File: src/rtl/ifetch_pkg.sv
// Shared types for the fetch stage: word typedefs, reset PC, fetch output entry and FSM states.
// No logic here beyond a small alignment helper.
package ifetch_pkg;

    typedef logic [63:0] u64;
    typedef logic [31:0] u32;

    localparam u64 DEFAULT_RESET_PC = 64'h0000_0000_8000_0000;

    typedef struct packed {
        logic valid;
        u64   pc;
        u32   instr;
        logic misalign;
    } fetch_data_t;

    typedef enum logic [1:0] {
        REQ  = 2'd0,
        HOLD = 2'd1,
        DROP = 2'd2
    } ifetch_state_t;

    function automatic logic is_aligned(input u64 addr);
        return addr[1:0] == 2'b00;
    endfunction

endpackage

File: src/rtl/ifetch.sv
// Fetch PC register + single-outstanding instruction-bus requester; instruction reaches f_* 1 cycle after data_ok.
// Backpressure: a held f_* entry blocks the next request until out_ready; redirect flushes held or in-flight fetches.
module ifetch
    import ifetch_pkg::*;
#(
    parameter u64 RESET_PC = DEFAULT_RESET_PC
) (
    input  logic        clk,
    input  logic        resetn,
    input  logic [63:0] pc_nxt,
    input  logic        redirect,
    input  logic        out_ready,
    output logic        ireq_valid,
    output logic [63:0] ireq_addr,
    input  logic        iresp_data_ok,
    input  logic [31:0] iresp_data,
    output logic [63:0] pcplus4,
    output logic        f_valid,
    output logic [63:0] f_pc,
    output logic [31:0] f_instr,
    output logic        f_misalign
);

    ifetch_state_t r_state;
    ifetch_state_t w_state_nxt;
    u64            r_pc;
    u64            w_pc_nxt;
    u64            r_req_addr;
    u64            w_req_addr_nxt;
    fetch_data_t   r_f;
    fetch_data_t   w_f_nxt;
    logic          w_aligned;

    assign w_aligned = is_aligned(r_pc);

    always_comb begin
        ireq_valid = ((r_state == REQ) && w_aligned) || (r_state == DROP);
        ireq_addr  = (r_state == DROP) ? r_req_addr : r_pc;
        pcplus4    = r_pc + 64'd4;
    end

    always_comb begin
        w_state_nxt    = r_state;
        w_pc_nxt       = r_pc;
        w_req_addr_nxt = r_req_addr;
        w_f_nxt        = r_f;
        case (r_state)
            REQ: begin
                if (!w_aligned) begin
                    // Misaligned PC never reaches the bus; it becomes a fault entry unless redirected away.
                    w_pc_nxt = pc_nxt;
                    if (!redirect) begin
                        w_f_nxt     = '{valid: 1'b1, pc: r_pc, instr: '0, misalign: 1'b1};
                        w_state_nxt = HOLD;
                    end
                end else if (iresp_data_ok) begin
                    w_pc_nxt = pc_nxt;
                    if (!redirect) begin
                        w_f_nxt     = '{valid: 1'b1, pc: r_pc, instr: iresp_data, misalign: 1'b0};
                        w_state_nxt = HOLD;
                    end
                end else if (redirect) begin
                    // Keep driving the stale address until its response drains.
                    w_req_addr_nxt = r_pc;
                    w_pc_nxt       = pc_nxt;
                    w_state_nxt    = DROP;
                end
            end
            HOLD: begin
                if (redirect) begin
                    w_f_nxt.valid = 1'b0;
                    w_pc_nxt      = pc_nxt;
                    w_state_nxt   = REQ;
                end else if (out_ready) begin
                    w_f_nxt.valid = 1'b0;
                    w_state_nxt   = REQ;
                end
            end
            DROP: begin
                if (redirect) begin
                    w_pc_nxt = pc_nxt;
                end
                if (iresp_data_ok) begin
                    w_state_nxt = REQ;
                end
            end
            default: begin
                w_state_nxt = REQ;
            end
        endcase
    end

    always_ff @(posedge clk) begin
        if (!resetn) begin
            r_state    <= REQ;
            r_pc       <= RESET_PC;
            r_req_addr <= '0;
            r_f        <= '0;
        end else begin
            r_state    <= w_state_nxt;
            r_pc       <= w_pc_nxt;
            r_req_addr <= w_req_addr_nxt;
            r_f        <= w_f_nxt;
        end
    end

    assign f_valid    = r_f.valid;
    assign f_pc       = r_f.pc;
    assign f_instr    = r_f.instr;
    assign f_misalign = r_f.misalign;

endmodule
File: config.mk
export PLATFORM = sky130hd
export DESIGN_NAME = ifetch
export DESIGN_NICKNAME = d
export VERILOG_FILES = /design/src/rtl/ifetch_pkg.sv /design/src/rtl/ifetch.sv
export SDC_FILE = /design/constraint.sdc
export NUM_CORES = 1
export LEC_CHECK = 0
export ABC_CLOCK_PERIOD_IN_PS = 2700
export CAP_MARGIN = 20
export CORE_ASPECT_RATIO = 1.2
export CORE_MARGIN = 5
export CORE_UTILIZATION = 38
export DETAILED_ROUTE_END_ITERATION = 6
export PLACE_DENSITY = 0.67
export SLEW_MARGIN = 20
export SYNTH_ARGS = -nofsm -noshare
export SYNTH_HDL_FRONTEND = slang
export SYNTH_SLANG_ARGS = --single-unit
File: constraint.sdc
create_clock -name clk -period 2.7 [get_ports clk]
set_input_delay 0.405 -clock clk [delete_from_list [all_inputs] [get_ports clk]]
set_output_delay 0.405 -clock clk [all_outputs]
set_load 0.05 [all_outputs]
==> results.json <==
{
  "crit_path_start_kind": "flop",
  "syn_inst": 1334,
  "yosysSeqAreaShare": 0.415,
  "rr_startpoint": "r_state[0]$_SDFFE_PN0P_",
  "viasPerCell": 5.03,
  "syn_to_final_growth_pct": 58.9,
  "p_switching_uw": 3590,
  "drive_above_1_share": 0.271,
  "cp-end-kind": "primary output",
  "die_x_um": 165,
  "async_flop_share": 0,
  "multi_input_area_um2": 6500,
  "grt_pass1_wl_um": 59500,
  "path_class": "reg -> out",
  "via_count": 10514,
  "yosys_most_used_dff": "dfxtp_1",
  "start_util": 0.384,
  "powerDensity_nw_per_um2": 597,
  "holdWs_ns": 0.315,
  "clkSinkCount": 228,
  "globalplace.congestion": 0.838,
  "grt_usage": 0.226,
  "finalCritPeriodShare": 1.10,
  "dieHeight_um": 196,
  "rsz0062_at_grt": "true",
  "postCtsHoldBufs": 0,
  "drt_first_pass_iters": 5,
  "finalCoreUtilization": 0.609,
  "crit_fanout": 7,
  "reg2reg_depth": 7,
  "power_frac_seq": 0.357,
  "place_inst": 2001,
  "synth_top_area_cell": "dfxtp_1",
  "antenna_found_initial": 5,
  "intPower_uw": 6850,
  "endpoint": "pcplus4[54]",
  "insertion_delay_ns": 0.52,
  "wl_um": 38600,
  "power_switching_share": 0.344,
  "worst_ep_arrival_time_ns": 2.55,
  "slew_headroom": 0.613,
  "synth.area.top_cells": "dfxtp_1 41%, nand2_1 15%, a21boi_0 13%",
  "maxCapViolations": 0,
  "fin_ws_ns": -0.259,
  "grt_max_degree": 102,
  "dp_hpwl_um": 25900,
  "critPathLaunch": "r_pc[36]$_SDFFE_PN0P_",
  "die_area_um2": 32500,
  "grt_overflow": 0,
  "hold_class": "in -> reg",
  "r2r_slack_ns": 0.59,
  "ys_ff_latch": 228,
  "yosysWarnings": 0,
  "drtIter0Drc": 485,
  "finalHoldViolCount": 0,
  "r2r_end": "f_pc[41]$_SDFFE_PN0P_",
  "fmax_mhz": 338,
  "pwr-share-comb": 0.315,
  "placementRows": 68,
  "ys_types": 52,
  "path_clk_slew_ns": 0.06,
  "required_ns": 2.30,
  "drv_slew": 0,
  "status": "complete, but fails checks",
  "period_needed_ns": 2.96,
  "synth_top_area_frac": 0.415,
  "cts.path.max_buffers": 3,
  "synth_area_um2": 11000,
  "fin_cells": 2090,
  "failed_checks": "negative setup slack",
  "syn_nets": 1440,
  "leakagePower_uw": 0.00702,
  "synth_enable_flop_cells": 0,
  "seq_area_um2": 4590,
  "setup_violations": 40,
  "cts_buffers": 25,
  "finalClockSkew_ns": 0.00990,
  "avgSynthCellArea_um2": 8.25,
  "ant_nets": 0,
  "cts_tree": "done",
  "post_drt_wl_per_cell_um": 18.5,
  "post-place-ws_ns": 0.0141,
  "clock-root-buffer": "clkbuf_16",
  "core-area_um2": 28700,
  "worst_pin_slew_ns": 0.578,
  "drc_errors": 0,
  "io_buffer_count": 327,
  "pwr-share-clk": 0.328,
  "htreeDepth": 1,
  "nets": 1788,
  "fillers": 2463,
  "ir_worst_vdd_mv": 0.466,
  "grt_pass1_vias": 10641,
  "num_io_pins": 328
}
-- placed cells by master (no fill, tap or decap), drive strengths merged, types with 3 or more instances in the layout --
cell type / count
a21boi: 223
a21oi: 3
and3: 3
and4: 3
buf: 219
clkbuf: 47
clkdlybuf4s50: 202
clkinv: 4
dfxtp: 228
diode: 5
dlygate4sd2: 18
ha: 5
inv: 17
mux2: 52
nand2: 444
nand3: 54
nand4: 19
nor2: 23
nor2b: 3
nor3: 19
nor4: 14
o21ai: 16
xnor2: 29
xor2: 31
-- per-stage QoR --
step,power (uW),setup TNS [ns],cell area (um^2)
6_report,10400,-4.98,17500
5_1_grt,10800,-10.15,17500
4_1_cts,10500,-7.20,17100
3_5_place_dp,6990,0,15500
3_3_place_gp,6960,-0.00939,15500
2_1_floorplan,5650,-0.0104,11100
-- area by class of cell --
type	count	area share
Antenna cell	5	0.000716
Sequential cell	228	0.263
Tap cell	385	0.0276
Clock inverter	8	0.00422
Clock buffer	37	0.0430
Inverter	16	0.00344
Timing Repair Buffer	452	0.286
Multi-Input combinational cell	959	0.372
-- flip-flops by register name, indices dropped and copies added, names as in the netlist --
register	cells
r_req_addr	64
r_state	2
f_instr	32
f_valid	1
f_pc	64
r_pc	64
f_misalign	1
-- Yosys cell counts (3+ instances only) --
cell and number:
nor3_1 8, buf_4 8, nor2_1 22, mux2_2 52
xnor2_1 29, a21oi_1 3, and3_1 3, inv_1 15
nor4_4 3, nand4_4 6, nand4_1 11, a21boi_1 39
nor3_2 9, buf_1 6, nor4_2 5, o21ai_0 16
nor2b_1 3, buf_2 36, nand3_1 53, dfxtp_1 228
xor2_1 31, nand2_1 444, ha_1 5, clkbuf_1 74
nor4_1 6, buf_6 4, a21boi_0 184
-- critical path, cell delays in order, from the launching register on --
cell and delay, ns:
dfxtp_4 0.37, buf_6 0.10, and4_4 0.23, nand3_4 0.11, or3_4 0.52, nor4_4 0.25
xor2_1 0.24, clkbuf_16 0.21
-- power groups by stage --
stage,clock [uW],combinational (uW),sequential (uW)
after floorplan,0,1600,4040
after global placement,0,3190,3770
after detailed placement,0,3210,3780
after CTS,3510,3290,3720
after global routing,3640,3460,3750
final,3420,3290,3720
-- layer usage --
layer	track usage	vias to the layer above	part of all wire
li1	-	5068	-
met1	0.270	5066	0.39
met2	0.393	306	0.50
met3	0.0542	74	0.067
met4	0.0822	0	0.038
met5	0	-	0
-- timing repair --
item	in CTS	in global routing
pin swaps	43	37
setup endpoints to repair	98	81
gates cloned	0	1
resized for setup	118	62
setup buffers	28	12
-- logic make-up (layout without fill, tap and decap cells) --
group           after synthesis  in the layout  share of synthesized area
simple gates                594            594                      0.251
compound gates              248            248                      0.165
flops                       228            228                      0.415
buf+inv                     147            513                     0.0617
xor+xnor                     60             60                     0.0478
mux                          52             52                     0.0532
fa+ha+maj                     5              5                    0.00569
other cells                   0              5                          0
-- worst min path at each step --
stage                                            from                     endpoint  slack, ns  cells past startpoint
after floorplan           r_req_addr[11]$_SDFFE_PN0P_  r_req_addr[11]$_SDFFE_PN0P_       0.44                      2
after global placement       f_instr[11]$_SDFFE_PN0P_     f_instr[11]$_SDFFE_PN0P_       0.44                      2
after detailed placement     f_instr[28]$_SDFFE_PN0P_     f_instr[28]$_SDFFE_PN0P_       0.44                      2
after CTS                                      resetn     f_instr[31]$_SDFFE_PN0P_       0.29                      2
after global routing                           resetn     f_instr[31]$_SDFFE_PN0P_       0.31                      2
final                                          resetn     f_instr[31]$_SDFFE_PN0P_       0.31                      2
(Power assumes the default switching activity.)
